`config.mk`:
```
export PLATFORM = sky130hd
export DESIGN_NAME = multiport_regfile
export DESIGN_NICKNAME = d
export VERILOG_FILES = /design/src/rtl/multiport_regfile.sv
export SDC_FILE = /design/constraint.sdc
export NUM_CORES = 2
export LEC_CHECK = 0
export CAP_MARGIN = 20
export CELL_PAD_IN_SITES_DETAIL_PLACEMENT = 1
export CELL_PAD_IN_SITES_GLOBAL_PLACEMENT = 2
export CORE_MARGIN = 1.5
export CORE_UTILIZATION = 47
export CTS_BUF_LIST = sky130_fd_sc_hd__clkbuf_8
export DETAILED_ROUTE_END_ITERATION = 8
export GPL_ROUTABILITY_DRIVEN = 1
export GPL_TIMING_DRIVEN = 0
export MAX_ROUTING_LAYER = met4
export PLACE_DENSITY_LB_ADDON = 0.1
export SKIP_LAST_GASP = 1
export SYNTH_ARGS = -nofsm -noshare
export SYNTH_HDL_FRONTEND = slang
export SYNTH_SLANG_ARGS = --single-unit
```
`constraint.sdc`:
```
create_clock -name clk -period 6.9 [get_ports clk]
set_input_delay 2.07 -clock clk [delete_from_list [all_inputs] [get_ports clk]]
set_output_delay 2.07 -clock clk [all_outputs]
set_load 0.005 [all_outputs]
```
`src/rtl/multiport_regfile.sv`:
```
// Register file with one write port and NUM_RD two-stage registered read ports, plus a write-lock
// mode, optional same-edge write forwarding, a one-word-per-cycle bulk clear and error pulses.

module multiport_regfile_rdport #(
    parameter int DATA_W = 32
) (
    input  logic              clk,
    input  logic              rst_n,
    input  logic              rd_en_i,
    input  logic [DATA_W-1:0] word_i,
    output logic [DATA_W-1:0] rd_data_o,
    output logic              rd_valid_o
);
    logic [1:0]        vld_pipe_q;
    logic [DATA_W-1:0] s1_q;
    logic [DATA_W-1:0] data_q;

    always_ff @(posedge clk or negedge rst_n) begin
        if (!rst_n) begin
            vld_pipe_q <= '0;
            s1_q       <= '0;
            data_q     <= '0;
        end else begin
            vld_pipe_q <= {vld_pipe_q[0], rd_en_i};
            if (rd_en_i)       s1_q   <= word_i;
            // Output word only moves when a request completes, so idle ports hold their last result.
            if (vld_pipe_q[0]) data_q <= s1_q;
        end
    end

    assign rd_data_o  = data_q;
    assign rd_valid_o = vld_pipe_q[1];
endmodule

module multiport_regfile #(
    parameter int                DATA_W      = 32,
    parameter int                DEPTH       = 32,
    parameter int                NUM_RD      = 3,
    parameter int                BYPASS      = 1,
    parameter logic [DATA_W-1:0] CLEAR_VALUE = '0,
    localparam int               ADDR_W      = $clog2(DEPTH)
) (
    input  logic                     clk,
    input  logic                     reset,
    input  logic                     write_enable,
    input  logic                     mode,
    input  logic [ADDR_W-1:0]        wr_addr,
    input  logic [DATA_W-1:0]        wr_data,
    input  logic [NUM_RD-1:0]        rd_en,
    input  logic [NUM_RD*ADDR_W-1:0] rd_addr,
    output logic [NUM_RD*DATA_W-1:0] rd_data,
    output logic [NUM_RD-1:0]        rd_valid,
    input  logic                     clear_req,
    output logic                     busy,
    output logic                     clear_done,
    output logic                     err_wr,
    output logic                     err_addr
);
    typedef enum logic [1:0] {S_IDLE, S_CLEAR, S_DONE} state_t;

    state_t                       state_q, state_d;
    logic [ADDR_W-1:0]            cnt_q, cnt_d;
    logic [DEPTH-1:0][DATA_W-1:0] mem_q;
    logic                         err_wr_q, err_addr_q;
    logic                         wr_allowed, wr_fire;
    logic                         mem_we;
    logic [ADDR_W-1:0]            mem_wa;
    logic [DATA_W-1:0]            mem_wd;
    logic [NUM_RD-1:0]            rd_oor;

    function automatic logic in_range(input logic [ADDR_W-1:0] a);
        return {1'b0, a} < (ADDR_W+1)'(DEPTH);
    endfunction

    assign wr_allowed = !mode && (state_q == S_IDLE) && !clear_req;
    assign wr_fire    = write_enable && wr_allowed && in_range(wr_addr);

    // The clear sweep owns the memory write port while active.
    always_comb begin
        state_d = state_q;
        cnt_d   = cnt_q;
        mem_we  = wr_fire;
        mem_wa  = wr_addr;
        mem_wd  = wr_data;
        case (state_q)
            S_IDLE: if (clear_req) begin
                state_d = S_CLEAR;
                cnt_d   = '0;
            end
            S_CLEAR: begin
                mem_we = 1'b1;
                mem_wa = cnt_q;
                mem_wd = CLEAR_VALUE;
                if (cnt_q == ADDR_W'(DEPTH-1)) begin
                    state_d = S_DONE;
                    cnt_d   = '0;
                end else begin
                    cnt_d = cnt_q + 1'b1;
                end
            end
            S_DONE:  state_d = S_IDLE;
            default: state_d = S_IDLE;
        endcase
    end

    for (genvar p = 0; p < NUM_RD; p++) begin : g_rd
        logic [ADDR_W-1:0] ra;
        logic              ok;
        logic [DATA_W-1:0] word;

        assign ra        = rd_addr[p*ADDR_W +: ADDR_W];
        assign ok        = in_range(ra);
        assign rd_oor[p] = rd_en[p] && !ok;

        always_comb begin
            word = '0;
            if (ok) begin
                word = mem_q[ra];
                if (BYPASS != 0 && mem_we && mem_wa == ra) word = mem_wd;
            end
        end

        multiport_regfile_rdport #(.DATA_W(DATA_W)) u_port (
            .clk       (clk),
            .rst_n     (reset),
            .rd_en_i   (rd_en[p]),
            .word_i    (word),
            .rd_data_o (rd_data[p*DATA_W +: DATA_W]),
            .rd_valid_o(rd_valid[p])
        );
    end

    always_ff @(posedge clk or negedge reset) begin
        if (!reset) begin
            state_q    <= S_IDLE;
            cnt_q      <= '0;
            mem_q      <= '0;
            err_wr_q   <= 1'b0;
            err_addr_q <= 1'b0;
        end else begin
            state_q    <= state_d;
            cnt_q      <= cnt_d;
            if (mem_we) mem_q[mem_wa] <= mem_wd;
            err_wr_q   <= write_enable && !wr_allowed;
            err_addr_q <= (write_enable && !in_range(wr_addr)) || (|rd_oor);
        end
    end

    assign busy       = (state_q == S_CLEAR);
    assign clear_done = (state_q == S_DONE);
    assign err_wr     = err_wr_q;
    assign err_addr   = err_addr_q;
endmodule

```
==> out/results.txt <==
Post-synth top area cell: dfrtp_1
Layout cells sized above 1: 21.1%
Worst-Margin Slew: 1.37 ns
CP arrival: 7.55 ns
Synth Instances: 6390
Fin. Hold Viols: 0
RR Endpoint: mem_q[393]$_DFFE_PN0P_
I/O Pins: 163
Resize count post-CTS: 0
Post-detailed-route DRC marker count: 0
YS warnings: 0
RSZ-0062 raised after global routing: no
Critical path type: in -> reg
Crit-path max FO: 11
P_leak: 0.0328 uW
Asr flop ratio synth: 100%
Starting DRT DRC Count: 10400
Total Wirelength: 394000 um
Max_slew headroom: 8.68%
Vias in the first global route: 64900
Post-route clock period utilization: 95.7%
Max-cap violations: 0
Via/cell ratio: 7.38
Hold Path Class: reg -> reg
Max Fclk: 151 MHz
Clock-pin slew on the worst setup and hold paths: 0.07 ns
Syn Std Cell Area: 68800 um2
H-tree depth: 4
Routability congestion estimate: 1.09
Drt wl/cell: 43.9 um
First-pass GRT wire length: 534000 um
Finished Cell Area: 78700 um2
Final setup viols: 0
Final setup skew: 0.0396 ns
WHS: 0.393 ns
Synth area leaders: dfrtp_1 45%, mux4_2 17%, o21ai_0 7.8%
Setup crit end kind: flip-flop
Post-synth top flop: dfrtp_1
Top-area cell type share of the netlist area: 44.7%
Outcome: complete, no violations
Cell depth of the worst flop-to-flop path: 11
Final std cells w/o fill: 8983
Port bufs: 150
Initial antenna violation count: 36
Overflow after GRT: 0
Mapped Nets: 6452
Post-synthesis sequential area ratio: 44.7%
Total chip power: 30700 uW
Pins Over Slew Limit: 0
Reg2reg start: state_q[1]$_DFFE_PN0P_
Yosys cell types: 63
Hold path start: g_rd[2].u_port.vld_pipe_q[0]$_DFF_PN0_
Nets: 6909
CP startpoint kind: input pin
Clk Latency, worst-skew pair: 1.03 ns
DP Area: 73800 um2
Die W: 386 um
Clock tree buffer depth: 3
Die Span Y: 386 um
Inst Count DP: 8518
Via count of the routed design: 66300
Total GRT Usage: 54.4%
Peak VDD IR: 218 uV
Num CTS Buffers: 216
Number of synthesized flops with an enable pin: 0
Hold path endpoint: g_rd[2].u_port.vld_pipe_q[1]$_DFF_PN0_
Reg-to-reg slack, setup: 2.46 ns
Worst EP required: 7.85 ns
CTS tree: built
Synth Register Bits: 1230
Clk sink count: 1230
Die area: 149000 um2
Cell row count: 140
Tmin final: 6.60 ns
Pwr dens: 390 nW/um2
Core Box Area: 146000 um2
Root Buffer: clkbuf_8
Drt pass-1 iters: 8
FILL cells: 15700
Commonest cells after routing, fill and taps aside: 1230 x dfrtp_1, 1118 x nand2_1, 1066 x o21ai_0, 524 x mux4_2, 487 x clkbuf_1
Starting Density: 47.3%
Area Overhead vs Synth: 14.4%
DP HPWL: 296000 um
Largest net degree at the start of global routing: 173
Post-CTS Setup Inserts: 0
Most common cell after layout, fill and taps aside: dfrtp_1
Hold_buf cts: 0
Syn Area/Cell: 10.8 um2
ANT nets after route: 0
Min-Delay Path Depth: 0
[worst max-delay path: stages]
cell and delay [ns]:
clkdlybuf4s50_1 0.58, clkbuf_1 0.94, clkbuf_1 0.69, nor2b_1 0.22, clkbuf_1 0.48, buf_8 0.28, clkbuf_1 0.83, a31oi_1 0.76
and3_1 0.49, o211ai_1 0.16
[registers in the layout (all words and copies together), names as in the netlist]
name	cells
mem_q	1024
g_rd.u_port.rd_data_o	96
g_rd.u_port.s1_q	96
g_rd.u_port.vld_pipe_q	6
cnt_q	5
state_q	2
err_wr	1
[stage by stage]
step | TNS, ns | setup slack, ns | utilization (%)
final | 0 | 0.299 | 54.1
after global routing | 0 | 0.711 | 54.0
after CTS | 0 | 0.913 | 53.7
after detailed placement | -0.165 | -0.165 | 50.7
after global placement | - | -53.93 | 49.9
after floorplan | 0 | 2.86 | -
[synthesized netlist by cell type, drive strengths merged (2+ instances only)]
master and n:
clkbuf 489, or2 7, buf 184, mux4 524
ha 2, or3 6, a22oi 139, mux2 382
nand2 1132, a22o 21, o31ai 2, nor2 66
o221ai 21, o31a 4, a211oi 25, a21oi 53
nand2b 50, nor3b 4, or4 16, o22a 23
xor2 7, o21ai 1093, a2111oi 12, and2 25
a31oi 47, dfrtp 1230, xnor2 9, nand3b 4
inv 26, nor3 75, a221oi 3, o211ai 20
nor4 43, o22ai 308, mux2i 199, and3 25
nor2b 57, nand4 22, nand3 25
[power breakdown]
group | switching, uW | internal [uW] | total [uW]
sequential | 2630 | 9540 | 12200
combinational | 7130 | 4270 | 11400
clock | 3490 | 3650 | 7150
total | 13200 | 17500 | 30700
[worst max-delay path by stage]
stage / from / endpoint / cells past startpoint
4_1_cts: rd_addr[10] / g_rd[2].u_port.s1_q[20]$_DFFE_PN0P_ / 10
2_1_floorplan: rd_addr[5] / g_rd[1].u_port.s1_q[25]$_DFFE_PN0P_ / 8
3_3_place_gp: reset / mem_q[602]$_DFFE_PN0P_ / 1
5_1_grt: rd_addr[10] / g_rd[2].u_port.s1_q[20]$_DFFE_PN0P_ / 10
6_report: rd_addr[13] / g_rd[2].u_port.s1_q[20]$_DFFE_PN0P_ / 10
3_5_place_dp: rd_addr[10] / g_rd[2].u_port.s1_q[20]$_DFFE_PN0P_ / 10
[cell type report]
| class | instances | area [um2] | share of cell area (%) |
|---|---|---|---|
| Multi-Input combinational cell | 4461 | 35200 | 44.7 |
| Sequential cell | 1230 | 30800 | 39.1 |
| Clock buffer | 265 | 3650 | 4.63 |
| Timing Repair Buffer | 239 | 3010 | 3.83 |
| Buffer | 673 | 2750 | 3.49 |
| Tap cell | 1917 | 2400 | 3.05 |
| Clock inverter | 117 | 707 | 0.898 |
| Antenna cell | 55 | 138 | 0.175 |
| Inverter | 26 | 100 | 0.127 |
[cells by family (layout without fill, tap and decap cells)]
family,Yosys count,count (layout),synth area share (%)
AOI/OAI and AO/OA,1778,1778,14.8
and+or+nand+nor,1559,1559,9.77
DFF,1230,1230,44.7
muxes,1105,1105,26.3
buffers and inverters,699,1320,4.14
xor gates and xnor gates,16,16,0.204
adders and majority gates,2,2,0.0364
other,1,56,0.00545
[layer usage]
layer	track usage, %	routed length, um	part of all wire, %
met5	-	0	0
met3	29.1	64800	16
met4	35.3	31600	8.0
met2	70.7	157000	40
met1	64.6	141000	36
Note: power is estimated with default switching activity, not from simulation.
